[config.mk]
export PLATFORM = sky130hd
export DESIGN_NAME = reg_readout_serializer_flat
export DESIGN_NICKNAME = d
export VERILOG_FILES = /design/src/rtl/ser_pkg.sv /design/src/rtl/reg_readout_serializer_if.sv /design/src/rtl/reg_readout_serializer_divider.sv /design/src/rtl/reg_readout_serializer.sv /design/src/flat_wrapper.sv
export SDC_FILE = /design/constraint.sdc
export NUM_CORES = 1
export LEC_CHECK = 0
export ABC_AREA = 1
export CORE_MARGIN = 10
export CORE_UTILIZATION = 50
export DETAILED_ROUTE_END_ITERATION = 8
export MAX_ROUTING_LAYER = met4
export PLACE_DENSITY = 0.77
export SYNTH_ARGS = -nofsm -noshare
export SYNTH_HDL_FRONTEND = slang
export SYNTH_SLANG_ARGS = --single-unit
[constraint.sdc]
create_clock -name clk -period 1.45 [get_ports clk]
set_input_delay 0.29 -clock clk [delete_from_list [all_inputs] [get_ports clk]]
set_output_delay 0.29 -clock clk [all_outputs]
set_load 0.005 [all_outputs]
[src/rtl/ser_pkg.sv]
// Shared definitions for the register readout serializer: FSM state codes and a width helper.
// Latency: n/a (package only).
// Backpressure: n/a (package only).
package ser_pkg;

    // Two-bit state codes kept as plain constants so older tooling can share them.
    localparam logic [1:0] ST_IDLE  = 2'd0;
    localparam logic [1:0] ST_SHIFT = 2'd1;
    localparam logic [1:0] ST_DONE  = 2'd2;

    // Counter width that never collapses to zero bits (a count of 1 still needs one bit).
    function automatic int clog2_min1(input int value);
        return (value <= 2) ? 1 : $clog2(value);
    endfunction

endpackage

[src/rtl/reg_readout_serializer_if.sv]
// Bundle of the parallel-input handshake and the serial readback outputs.
// Latency: n/a (wires only).
// Backpressure: in_ready is driven by the slave; the master holds in_valid/in_data until accepted.
// Signals: in_valid/in_data (master->slave), in_ready (slave->master),
//          ser_out, ser_frame, ser_bit_strobe, busy, done (slave->master).
interface reg_readout_serializer_if #(
    parameter int WIDTH = 16
);
    logic             in_valid;
    logic             in_ready;
    logic [WIDTH-1:0] in_data;
    logic             ser_out;
    logic             ser_frame;
    logic             ser_bit_strobe;
    logic             busy;
    logic             done;

    modport master (
        output in_valid, in_data,
        input  in_ready, ser_out, ser_frame, ser_bit_strobe, busy, done
    );

    modport slave (
        input  in_valid, in_data,
        output in_ready, ser_out, ser_frame, ser_bit_strobe, busy, done
    );
endinterface

[src/rtl/reg_readout_serializer_divider.sv]
// Bit-period divider: counts clocks within one serial bit and flags the last clock of the period.
// Latency: tick_o is combinational from the count; strobe_o is registered and aligned with that count.
// Backpressure: none; counts only while enabled and restarts from zero whenever disabled.
// Ports: en_i (current state is SHIFT), en_next_i (next state is SHIFT),
//        tick_o (last clock of the current bit period), strobe_o (registered copy for the pin).
module bit_rate_divider
    import ser_pkg::*;
#(
    parameter int CLKS_PER_BIT = 4
) (
    input  logic clk,
    input  logic reset_n,
    input  logic en_i,
    input  logic en_next_i,
    output logic tick_o,
    output logic strobe_o
);
    localparam int            DW   = clog2_min1(CLKS_PER_BIT);
    localparam logic [DW-1:0] LAST = DW'(CLKS_PER_BIT - 1);

    logic [DW-1:0] div_cnt_q, div_cnt_d;
    logic          strobe_q, strobe_d;

    assign tick_o   = en_i && (div_cnt_q == LAST);
    assign strobe_o = strobe_q;

    always_comb begin
        div_cnt_d = '0;
        if (en_i && !tick_o) begin
            div_cnt_d = div_cnt_q + 1'b1;
        end
        // Strobe is registered from the next count so it lines up with the held bit.
        strobe_d = en_next_i && (div_cnt_d == LAST);
    end

    always_ff @(posedge clk) begin
        if (!reset_n) begin
            div_cnt_q <= '0;
            strobe_q  <= 1'b0;
        end else begin
            div_cnt_q <= div_cnt_d;
            strobe_q  <= strobe_d;
        end
    end
endmodule

[src/rtl/reg_readout_serializer.sv]
// Parallel-to-serial readback of a register word onto a debug pin, one bit per CLKS_PER_BIT clocks.
// Latency: first bit the cycle after accept; done pulses WIDTH*CLKS_PER_BIT+1 cycles after accept.
// Backpressure: in_ready is high only in IDLE; words offered during a frame wait for the next IDLE cycle.
// Ports: clk, reset_n (synchronous, active-low), bus (slave side of reg_readout_serializer_if).
module reg_readout_serializer
    import ser_pkg::*;
#(
    parameter int WIDTH        = 16,
    parameter int CLKS_PER_BIT = 4,
    parameter bit MSB_FIRST    = 1'b1
) (
    input  logic                     clk,
    input  logic                     reset_n,
    reg_readout_serializer_if.slave  bus
);
    localparam int            BW       = clog2_min1(WIDTH);
    localparam logic [BW-1:0] LAST_BIT = BW'(WIDTH - 1);
    localparam int            OUT_IDX  = MSB_FIRST ? WIDTH - 1 : 0;

    logic [1:0]       state_q, state_d;
    logic [WIDTH-1:0] shift_q, shift_d;
    logic [BW-1:0]    bit_cnt_q, bit_cnt_d;
    logic             ser_out_q, ser_out_d;
    logic             frame_q, frame_d;
    logic             busy_q, busy_d;
    logic             done_q, done_d;
    logic             in_ready;
    logic             accept;
    logic             tick;
    logic             strobe;

    assign in_ready = (state_q == ST_IDLE);
    assign accept   = bus.in_valid && in_ready;

    bit_rate_divider #(
        .CLKS_PER_BIT (CLKS_PER_BIT)
    ) u_div (
        .clk       (clk),
        .reset_n   (reset_n),
        .en_i      (state_q == ST_SHIFT),
        .en_next_i (state_d == ST_SHIFT),
        .tick_o    (tick),
        .strobe_o  (strobe)
    );

    always_comb begin
        state_d   = state_q;
        shift_d   = shift_q;
        bit_cnt_d = bit_cnt_q;
        case (state_q)
            ST_IDLE: begin
                if (accept) begin
                    shift_d   = bus.in_data;
                    bit_cnt_d = '0;
                    state_d   = ST_SHIFT;
                end
            end
            ST_SHIFT: begin
                if (tick) begin
                    shift_d = MSB_FIRST ? (shift_q << 1) : (shift_q >> 1);
                    // Hold the count at the final bit instead of wrapping.
                    if (bit_cnt_q == LAST_BIT) begin
                        state_d = ST_DONE;
                    end else begin
                        bit_cnt_d = bit_cnt_q + 1'b1;
                    end
                end
            end
            ST_DONE: state_d = ST_IDLE;
            default: state_d = ST_IDLE;
        endcase

        // Pin values are registered from next-state so every output is a flop.
        frame_d   = (state_d == ST_SHIFT);
        busy_d    = (state_d != ST_IDLE);
        done_d    = (state_d == ST_DONE);
        ser_out_d = frame_d && shift_d[OUT_IDX];
    end

    always_ff @(posedge clk) begin
        if (!reset_n) begin
            state_q   <= ST_IDLE;
            shift_q   <= '0;
            bit_cnt_q <= '0;
            ser_out_q <= 1'b0;
            frame_q   <= 1'b0;
            busy_q    <= 1'b0;
            done_q    <= 1'b0;
        end else begin
            state_q   <= state_d;
            shift_q   <= shift_d;
            bit_cnt_q <= bit_cnt_d;
            ser_out_q <= ser_out_d;
            frame_q   <= frame_d;
            busy_q    <= busy_d;
            done_q    <= done_d;
        end
    end

    assign bus.in_ready       = in_ready;
    assign bus.ser_out        = ser_out_q;
    assign bus.ser_frame      = frame_q;
    assign bus.ser_bit_strobe = strobe;
    assign bus.busy           = busy_q;
    assign bus.done           = done_q;
endmodule
[src/flat_wrapper.sv]
// flat-port wrapper written by rule: the top's interface ports become plain ports
module reg_readout_serializer_flat import ser_pkg::*;
#(
    parameter int WIDTH        = 16,
    parameter int CLKS_PER_BIT = 4,
    parameter bit MSB_FIRST    = 1'b1
)
  (clk, reset_n, bus_in_valid, bus_in_data, bus_in_ready, bus_ser_out, bus_ser_frame, bus_ser_bit_strobe, bus_busy, bus_done);
  reg_readout_serializer_if #(.WIDTH(WIDTH)) bus_i ();
  input  logic clk;
  input  logic reset_n;
  input wire logic [$bits(bus_i.in_valid)-1:0] bus_in_valid;
  input wire logic [$bits(bus_i.in_data)-1:0] bus_in_data;
  output wire logic [$bits(bus_i.in_ready)-1:0] bus_in_ready;
  output wire logic [$bits(bus_i.ser_out)-1:0] bus_ser_out;
  output wire logic [$bits(bus_i.ser_frame)-1:0] bus_ser_frame;
  output wire logic [$bits(bus_i.ser_bit_strobe)-1:0] bus_ser_bit_strobe;
  output wire logic [$bits(bus_i.busy)-1:0] bus_busy;
  output wire logic [$bits(bus_i.done)-1:0] bus_done;
  assign bus_i.in_valid = bus_in_valid;
  assign bus_i.in_data = bus_in_data;
  assign bus_in_ready = bus_i.in_ready;
  assign bus_ser_out = bus_i.ser_out;
  assign bus_ser_frame = bus_i.ser_frame;
  assign bus_ser_bit_strobe = bus_i.ser_bit_strobe;
  assign bus_busy = bus_i.busy;
  assign bus_done = bus_i.done;
  reg_readout_serializer #(.WIDTH(WIDTH), .CLKS_PER_BIT(CLKS_PER_BIT), .MSB_FIRST(MSB_FIRST)) u_core (.clk(clk), .reset_n(reset_n), .bus(bus_i));
endmodule
---- Yosys cells after proc, flatten, opt, wreduce, memory -nomap -nowiden ----
Cells that the tools add are included.
operators by class
  add/subtract/negate cells ............... 2
  multiply operators ...................... 0
  div/mod/pow operators ................... 0
  $lt $le $gt $ge ......................... 0
  equality and inequality tests ........... 9
  shift operators ......................... 0
  mux-type cells .......................... 12
  bitwise logic cells ..................... 0
  reductions and logical operators ........ 11
operator list
  kind                                                  count
  two-way mux 16 bit                                    2
  case mux 16 bit (2 select lines)                      1
  two-way mux 4 bit                                     3
  two-way mux 2 bit                                     4
  case mux 4 bit (2 select lines)                       1
  equality test 2 bit (second input constant)           3
  logical AND 1 bit                                     5
  adder 4 x 1 -> 4 bit (second input constant)          1
  equality test 2 x 1 -> 1 bit (second input constant)  2
  equality test 4 bit (second input constant)           1
  != test 2 bit (second input constant)                 2
  case mux 2 bit (2 select lines)                       1
  AND reduction 4 bit                                   1
  nonzero test 2 bit                                    2
  AND reduction 3 bit                                   1
  adder 2 x 1 -> 2 bit (second input constant)          1
  logical NOT 2 bit                                     1
  != test 2 x 1 -> 1 bit (second input constant)        1
  logical NOT 1 bit                                     1
word-level totals
  flip-flop bits (word level) ............. 29
  bits in latches ......................... 0
  RAM bits ................................ 0
  bits in read-only memories .............. 0
  output and inout bits ................... 6
  logic and storage cells ................. 44
  memories kept ........................... 0

---- Longest topological paths before layout ----
Gate-level depths: netlist of run 1.
  depth in word-level cells ............... 7
  mapped depth ............................ 8

---- Modules after synthesis ----
From an unflattened synthesis of run 1, not the netlist that was laid out.
second synthesis, totals
  cell total of the unflattened synthesis .. 178
  area total of the unflattened synthesis .. 1,253.7 µm²
modules (own cells, without submodules)
  module                  times used  cells an instance  area each (µm²)  seq. area each (µm²)
  reg_readout_serializer  1           163                1,136.1          520.5
  bit_rate_divider        1           15                 117.6            60.1

---- Worst setup path after synthesis of run 1 ----
Ideal clock, no wire load.
  path kind ............................... flip-flop to flip-flop
  from .................................... reg u_core.u_div.div_cnt_q[0]
  to ...................................... reg u_core.shift_q[11]
  library setup time ...................... 0.133 ns
  data arrival time ....................... 1.049 ns
  slack ................................... 0.268 ns
  cell stages (with the launch flop) ...... 8
  buffers on the path ..................... 1
  period minus slack after synthesis ...... 1.182 ns
  cell sequence ........................... dfxtp_1 -> ha_1 -> nand3_2 -> nand2_4 -> inv_2 -> buf_4 -> nand2_1 -> a21oi_2
between the ends
  word-level cells in the longest chain between the ends .. 4
RTL lines
  what                                     line                                  text
  from (decl)                              reg_readout_serializer_divider.sv:21  logic [DW-1:0] div_cnt_q, div_cnt_d;
  from (signal assigned)                   reg_readout_serializer_divider.sv:41  div_cnt_q <= div_cnt_d;
  equality test 2 bit                      reg_readout_serializer_divider.sv:24  assign tick_o = en_i && (div_cnt_q == LAST);
  logical AND 1 bit                        reg_readout_serializer_divider.sv:24
  != test 2 x 1 -> 1 bit (no source line)  --
  AND reduction 3 bit (no source line)     --
  to (signal assigned)                     reg_readout_serializer.sv:91          shift_q <= shift_d;
  to (decl)                                reg_readout_serializer.sv:21          logic [WIDTH-1:0] shift_q, shift_d;
No other way between the ends.
A chain may end at the register's enable or synchronous reset.

---- Worst setup path after layout of run 1 ----
  from .................................... reg u_core.state_q[0]
  to ...................................... out bus_in_ready
between the ends
  word-level cells in the longest chain between the ends .. 1
RTL lines
  what                    line                          text
  from (decl)             reg_readout_serializer.sv:20  logic [1:0] state_q, state_d;
  from (signal assigned)  reg_readout_serializer.sv:90  state_q <= state_d;
  logical NOT 2 bit       reg_readout_serializer.sv:32  assign in_ready = (state_q == ST_IDLE);
  to (decl)               flat_wrapper.sv:14            output wire logic [$bits(bus_i.in_ready)-1:0] bus_in_ready;
No other way between the ends.

==> results.sh, run 1 <==
export IMPL_slew_viol_final=0
export IMPL_synth_area_sq_um=1290
export IMPL_synth_top_area_share_pct=45.0
export IMPL_path_max_fanout=4
export IMPL_drv_cap=0
export IMPL_startpoint_type="flop"
export IMPL_cp_arrival_ns=1.08
export IMPL_synthDistinctLibCells=22
export IMPL_period_minus_slack_ns=1.37
export IMPL_powerDensity_nw_per_um2=1000
export IMPL_cpPeakStageDelay_ns=0.36
export IMPL_clock_sinks=29
export IMPL_cts_tree="built"
export IMPL_n_fill_cell=232
export IMPL_fin_cells=246
export IMPL_synth_cells=185
export IMPL_path_class="reg -> out"
export IMPL_syn_avg_cell_area_sq_um=6.98
export IMPL_fin_skew_ns=0.00407
export IMPL_htreeDepth=2
export IMPL_ys_seq_elements=29
export IMPL_io_buffers=24
export IMPL_grt_max_degree=18
export IMPL_grt_pass1_vias=1131
export IMPL_dpl_cell_count=238
export IMPL_place_congestion=0.736
export IMPL_drcViolationCount=0
export IMPL_p_leak_nw=0.765
export IMPL_regToRegSetupSlack_ns=0.12
export IMPL_rsz0062_at_grt="no"
export IMPL_rr_endpoint="u_core.shift_q[6]"
export IMPL_slew_headroom_pct=81.3
export IMPL_clk_latency_ns=0.33
export IMPL_setup_ws_ns=0.0758
export IMPL_area_growth_pct=27.1
export IMPL_dp_slack_ns=-0.0861
export IMPL_yosysWarnings=0
export IMPL_power_switching_mw=0.421
export IMPL_rows=18
export IMPL_timing_rr_start="u_core.u_div.div_cnt_q[0]"
export IMPL_end_kind="output port"
export IMPL_power_share_switching_pct=25.5
export IMPL_synth_seq_area_share_pct=45.0
export IMPL_p_clk_share_pct=34.3
export IMPL_seqPwrFrac_pct=52.3
export IMPL_outcome="finished clean"
export IMPL_drive_above_1_share_pct=12.0
export IMPL_slowest_stage="dfxtp_2"
export IMPL_synth_nets=206
export IMPL_hold_viol=0
export IMPL_gr_usage_all_layers_pct=11.9
export IMPL_first_pass_iters=4
export IMPL_routed_via_density=4.84
export IMPL_period_share_pct=94.8
export IMPL_io_pins=25
export IMPL_clockBufferDepth=2
export IMPL_overflow=0
export IMPL_crit_required_ns=1.16
export IMPL_dp_hpwl_um=2130
export IMPL_cts_inserted_buffers=5
export IMPL_die_y_um=70.8
export IMPL_clock_root_buffer="clkbuf_4"
export IMPL_antennaDiodeCount=0
export IMPL_setup_worst_path_start="u_core.state_q[0]"
export IMPL_antenna_found_initial=0
export IMPL_first_iter_violations=34
export IMPL_p_int_mw=1.23
export IMPL_synthTopCellsByArea="dfxtp_1 45%, nand2_1 22%, inv_1 8.1%"
export IMPL_ir_drop_mv=0.654
export IMPL_die_w_um=70.8
export IMPL_post_cts_buffers=0
export IMPL_endpoint="bus_in_ready"
export IMPL_fp_coreArea_sq_um=2480
export IMPL_timing_fmax_mhz=728
export IMPL_utilization_pct=66.3
export IMPL_grt_pass1_wl_um=4780
export IMPL_fin_nets=236
export IMPL_dieArea_sq_um=5020
export IMPL_worst_slew_pin_slew_ns=0.280
export IMPL_reg2reg_depth=8
export IMPL_yosysTopAreaCell="dfxtp_1"
export IMPL_cp_num_buf_inv=1
export IMPL_cts_clk_slew_worst_paths_ns=0.09
export IMPL_ant_nets=0
export IMPL_cp_cell_sequence="nor2_2 > dlygate4sd2_1"
export IMPL_cp_depth=2
export IMPL_crit_family="flip-flops"
export IMPL_initial_core_util_pct=52.1
export IMPL_setup_viol=0
export IMPL_totalWireLength_um=2810
export IMPL_combPwrFrac_pct=13.4
export IMPL_vias=1190
export IMPL_hp_class="reg -> reg"
export IMPL_wire_per_inst_um=11.4
through the flow:
step | total power [mW] | hold WS [ns] | TNS [ns] | area [sq um]
final | 1.65 | 0.475 | 0 | 1640
after global routing | 1.75 | 0.497 | 0 | 1640
after CTS | 1.67 | 0.477 | 0 | 1640
after detailed placement | 1.11 | 0.462 | -0.756 | 1570
after global placement | 1.10 | 0.450 | 0 | 1570
after floorplan | 1.01 | 0.405 | 0 | 1290
cell usage after synthesis (all sizes together):
library cell / number
buf: 5
inv: 30
or2: 1
nor3: 4
dfxtp: 29
nand4: 2
nand2: 76
a21oi: 17
a21o: 1
nand3b: 1
nor2: 10
a21boi: 1
ha: 2
nand3: 6
logic make-up after synthesis:
group | after synthesis | share of synthesized area, %
AOI/OAI and AO/OA | 19 | 9.21
buffers and inverters | 35 | 11.6
and+or+nand+nor | 100 | 32.3
adders and majority gates | 2 | 1.94
DFF | 29 | 45.0
power by group through the flow:
stage	Combinational (mW)	Clock, mW	Sequential [mW]
2_1_floorplan	0.131	0	0.876
3_3_place_gp	0.221	0	0.878
3_5_place_dp	0.229	0	0.880
4_1_cts	0.225	0.579	0.863
5_1_grt	0.249	0.627	0.869
6_report	0.220	0.566	0.863
layout by cell type, fill, tap and decap left out, types with 2 or more instances in the layout:
| master | instances |
|---|---|
| buf_4 | 3 |
| nand2_1 | 74 |
| a21oi_2 | 5 |
| nand4_1 | 2 |
| a21oi_1 | 12 |
| clkbuf_4 | 5 |
| nor2_1 | 9 |
| ha_1 | 2 |
| nand3_1 | 5 |
| nor3_1 | 4 |
| dlygate4sd2_1 | 5 |
| inv_2 | 3 |
| inv_1 | 27 |
| clkbuf_8 | 2 |
| clkdlybuf4s50_1 | 18 |
| dfxtp_1 | 28 |
layout make-up:
cell class	instances	area (sq um)	share of cell area [%]
well taps	30	37.5	2.29
flip-flops and latches	29	582	35.4
clock inverters	1	5.00	0.305
inverters	30	113	6.86
clock buffers	7	65.1	3.96
multi-input cells	121	561	34.1
repair buffers	28	279	17.0
registers in the layout, indices dropped and copies added, names as in the netlist:
register,cells
u_core.bit_cnt_q,4
u_core.bus.busy,1
u_core.bus.done,1
u_core.bus.ser_frame,1
u_core.bus.ser_out,1
u_core.shift_q,16
u_core.state_q,2
u_core.u_div.div_cnt_q,2
u_core.u_div.strobe_o,1
how the worst min path moves through the flow:
stage / start / end / slack [ns] / cells after the start
after floorplan: reset_n / u_core.bus.busy / 0.40 / 1
after global placement: u_core.shift_q[0] / u_core.shift_q[0] / 0.45 / 2
after detailed placement: u_core.shift_q[1] / u_core.shift_q[1] / 0.46 / 2
after CTS: u_core.shift_q[0] / u_core.shift_q[0] / 0.48 / 2
after global routing: u_core.shift_q[8] / u_core.shift_q[8] / 0.50 / 2
final: u_core.shift_q[10] / u_core.shift_q[10] / 0.48 / 2
worst register-to-register path, delay by kind of cell (launching register included):
| family | cells | cell delay, ns |
|---|---|---|
| AO/OA/AOI/OAI | 1 | 0.12 |
| adder cells (fa/ha/maj) | 1 | 0.20 |
| flip-flops | 1 | 0.33 |
| AND/OR/NAND/NOR | 3 | 0.28 |
| buffers and inverters | 3 | 0.34 |
routing by layer:
metal | GRT usage, % | share of wire (%)
met4 | 6.02 | 3.3
met1 | 11.6 | 41
met3 | 5.16 | 5.3
met2 | 19.7 | 50
met5 | - | 0
what timing repair did:
item,4_1_cts,5_1_grt
endpoints found under the setup margin,5,11
hold buffers,0,0
gates resized for setup,6,2
Power figures use the tool's default switching activity.
==> run 2: changes to the inputs <==
--- a/config.mk
+++ b/config.mk
@@ -7,10 +7,12 @@
 export LEC_CHECK = 0
 export ABC_AREA = 1
 export CORE_MARGIN = 10
-export CORE_UTILIZATION = 50
+export CORE_UTILIZATION = 51
+export CTS_BUF_LIST = sky130_fd_sc_hd__clkbuf_2
 export DETAILED_ROUTE_END_ITERATION = 8
 export MAX_ROUTING_LAYER = met4
-export PLACE_DENSITY = 0.77
+export PLACE_DENSITY = 0.79
+export REMOVE_ABC_BUFFERS = 1
 export SYNTH_ARGS = -nofsm -noshare
 export SYNTH_HDL_FRONTEND = slang
 export SYNTH_SLANG_ARGS = --single-unit
==> results.sh, run 2 (same netlist as run 1, synthesis figures left out) <==
export IMPL_io_buffers=24
export IMPL_setup_viol=0
export IMPL_die_w_um=70.3
export IMPL_layout_commonest_cell="nand2_1"
export IMPL_crit_required_ns=1.73
export IMPL_initial_core_util_pct=52.6
export IMPL_path_max_fanout=7
export IMPL_vias=1177
export IMPL_setup_worst_path_start="u_core.bit_cnt_q[0]"
export IMPL_top_regs="u_core.shift_q (16), u_core.bit_cnt_q (4)"
export IMPL_io_pins=25
export IMPL_largest_register_ffs=16
export IMPL_gr_usage_all_layers_pct=11.6
export IMPL_dieArea_sq_um=4940
export IMPL_place_congestion=0.745
export IMPL_grt_max_degree=18
export IMPL_totalWireLength_um=2710
export IMPL_period_share_pct=89.0
export IMPL_cts_clk_slew_worst_paths_ns=0.15
export IMPL_seqPwrFrac_pct=59.4
export IMPL_rr_endpoint="u_core.bit_cnt_q[0]"
export IMPL_wire_per_inst_um=11.0
export IMPL_setup_ws_ns=0.160
export IMPL_end_kind="flop"
export IMPL_htreeDepth=2
export IMPL_ir_drop_mv=0.660
export IMPL_drcViolationCount=0
export IMPL_post_cts_buffers=0
export IMPL_rsz0062_at_grt="no"
export IMPL_final_cell_mix="74 x nand2_1, 28 x inv_1, 26 x dfxtp_1"
export IMPL_first_iter_violations=81
export IMPL_clk_latency_ns=0.35
export IMPL_power_share_switching_pct=27.6
export IMPL_combPwrFrac_pct=15.3
export IMPL_fin_skew_ns=0.0114
export IMPL_n_fill_cell=219
export IMPL_timing_fmax_mhz=775
export IMPL_reg2reg_depth=5
export IMPL_fin_cells=247
export IMPL_worst_slew_pin_slew_ns=0.298
export IMPL_cts_tree="built"
export IMPL_min_from="u_core.shift_q[14]"
export IMPL_fp_coreArea_sq_um=2450
export IMPL_clock_sinks=29
export IMPL_hp_class="reg -> reg"
export IMPL_clock_root_buffer="clkbuf_2"
export IMPL_period_minus_slack_ns=1.29
export IMPL_slew_viol_final=0
export IMPL_cpPeakStageDelay_ns=0.40
export IMPL_antenna_found_initial=0
export IMPL_whs_path_depth=2
export IMPL_ant_nets=0
export IMPL_routed_via_density=4.77
export IMPL_rows=18
export IMPL_hold_viol=0
export IMPL_top_register="u_core.shift_q"
export IMPL_cts_inserted_buffers=5
export IMPL_antennaDiodeCount=0
export IMPL_dp_slack_ns=-0.0301
export IMPL_p_leak_nw=0.747
export IMPL_cp_cell_sequence="ha_4 > nand4_1 > nand2_1 > nand2_1 > a21boi_0"
export IMPL_regToRegSetupSlack_ns=0.16
export IMPL_outcome="finished clean"
export IMPL_fin_nets=237
export IMPL_power_switching_mw=0.401
export IMPL_die_y_um=70.3
export IMPL_p_clk_share_pct=25.4
export IMPL_min_to="u_core.shift_q[14]"
export IMPL_slew_headroom_pct=80.1
export IMPL_clockBufferDepth=2
export IMPL_startpoint_type="flop"
export IMPL_powerDensity_nw_per_um2=896
export IMPL_path_class="reg -> reg"
export IMPL_drive_above_1_share_pct=12.9
export IMPL_cp_common_cell="nand2_1"
export IMPL_dp_hpwl_um=2020
export IMPL_area_growth_pct=26.0
export IMPL_seqCellArea_sq_um=587
export IMPL_first_pass_iters=4
export IMPL_p_int_mw=1.06
export IMPL_overflow=0
export IMPL_dpl_cell_count=239
export IMPL_drv_cap=0
export IMPL_slowest_stage="dfxtp_2"
export IMPL_timing_rr_start="u_core.bit_cnt_q[0]"
export IMPL_cp_arrival_ns=1.57
export IMPL_grt_pass1_vias=1135
export IMPL_grt_pass1_wl_um=4620
export IMPL_multiInputGateArea_sq_um=573
run 2: cell count changes in the layout (fill, tap and decap cells not counted):
cell	change
buf_4	+1
clkbuf_2	+6
clkbuf_4	-5
clkbuf_8	-2
clkinv_1	+2
dfxtp_1	-2
dfxtp_2	+1
dfxtp_4	+1
dlymetal6s2s_1	-1
ha_1	-1
ha_4	+1
inv_1	+1
inv_2	-1
run 2: area by class of cell:
class / instances / area share [%]
Sequential cell: 29 / 36.1
Multi-Input combinational cell: 121 / 35.2
Timing Repair Buffer: 29 / 17.2
Inverter: 30 / 6.92
Tap cell: 30 / 2.31
Clock buffer: 5 / 1.54
Clock inverter: 3 / 0.769
run 2: power by group through the flow:
stage / clock network, mW / registers (mW) / logic, mW
after floorplan: 0 / 0.876 / 0.121
after global placement: 0 / 0.878 / 0.222
after detailed placement: 0 / 0.881 / 0.230
after CTS: 0.385 / 0.863 / 0.224
after global routing: 0.429 / 0.871 / 0.248
final: 0.370 / 0.865 / 0.222
run 2: timing repair:
| item | 4_1_cts | 5_1_grt |
|---|---|---|
| resized for setup | 8 | 6 |
| hold buffers | 0 | 0 |
| pin swaps | 0 | 2 |
| setup endpoints to repair | 6 | 3 |
| cloned | 0 | 0 |
run 2: stage by stage:
stage	hold slack [ns]	setup TNS [ns]	util [%]	cell area [sq um]	power, mW
after floorplan	0.405	0	-	1250	0.997
after CTS	0.459	0	65.8	1620	1.47
final	0.474	0	66.3	1630	1.46
after detailed placement	0.457	-0.132	64.4	1580	1.11
after global placement	0.449	-0.00209	64.4	1580	1.10
after global routing	0.441	0	66.3	1630	1.55
run 2: worst max-delay path, delay by kind of cell (launching register included):
kind	cells	cell delay, ns
and+or+nand+nor	3	0.50
DFF	1	0.40
AOI/OAI and AO/OA	1	0.16
adders and majority gates	1	0.15
run 2: worst max path at each step:
| stage | endpoint | cells past startpoint | slack (ns) |
|---|---|---|---|
| 2_1_floorplan | u_core.shift_q[11] | 7 | 0.25 |
| 3_3_place_gp | u_core.bit_cnt_q[0] | 5 | -0.002 |
| 4_1_cts | bus_in_ready | 2 | 0.02 |
| 5_1_grt | u_core.shift_q[8] | 8 | 0.02 |
| 6_report | u_core.bit_cnt_q[0] | 5 | 0.16 |
| 3_5_place_dp | u_core.bit_cnt_q[0] | 5 | -0.03 |
run 2: routing by layer:
| layer | vias to the layer above | wire length, um | GRT usage [%] |
|---|---|---|---|
| li1 | 623 | - | - |
| met1 | 518 | 1250 | 11.9 |
| met2 | 28 | 1240 | 18.6 |
| met3 | 8 | 159 | 5.37 |
| met4 | 0 | 62 | 4.82 |
| met5 | - | 0 | - |
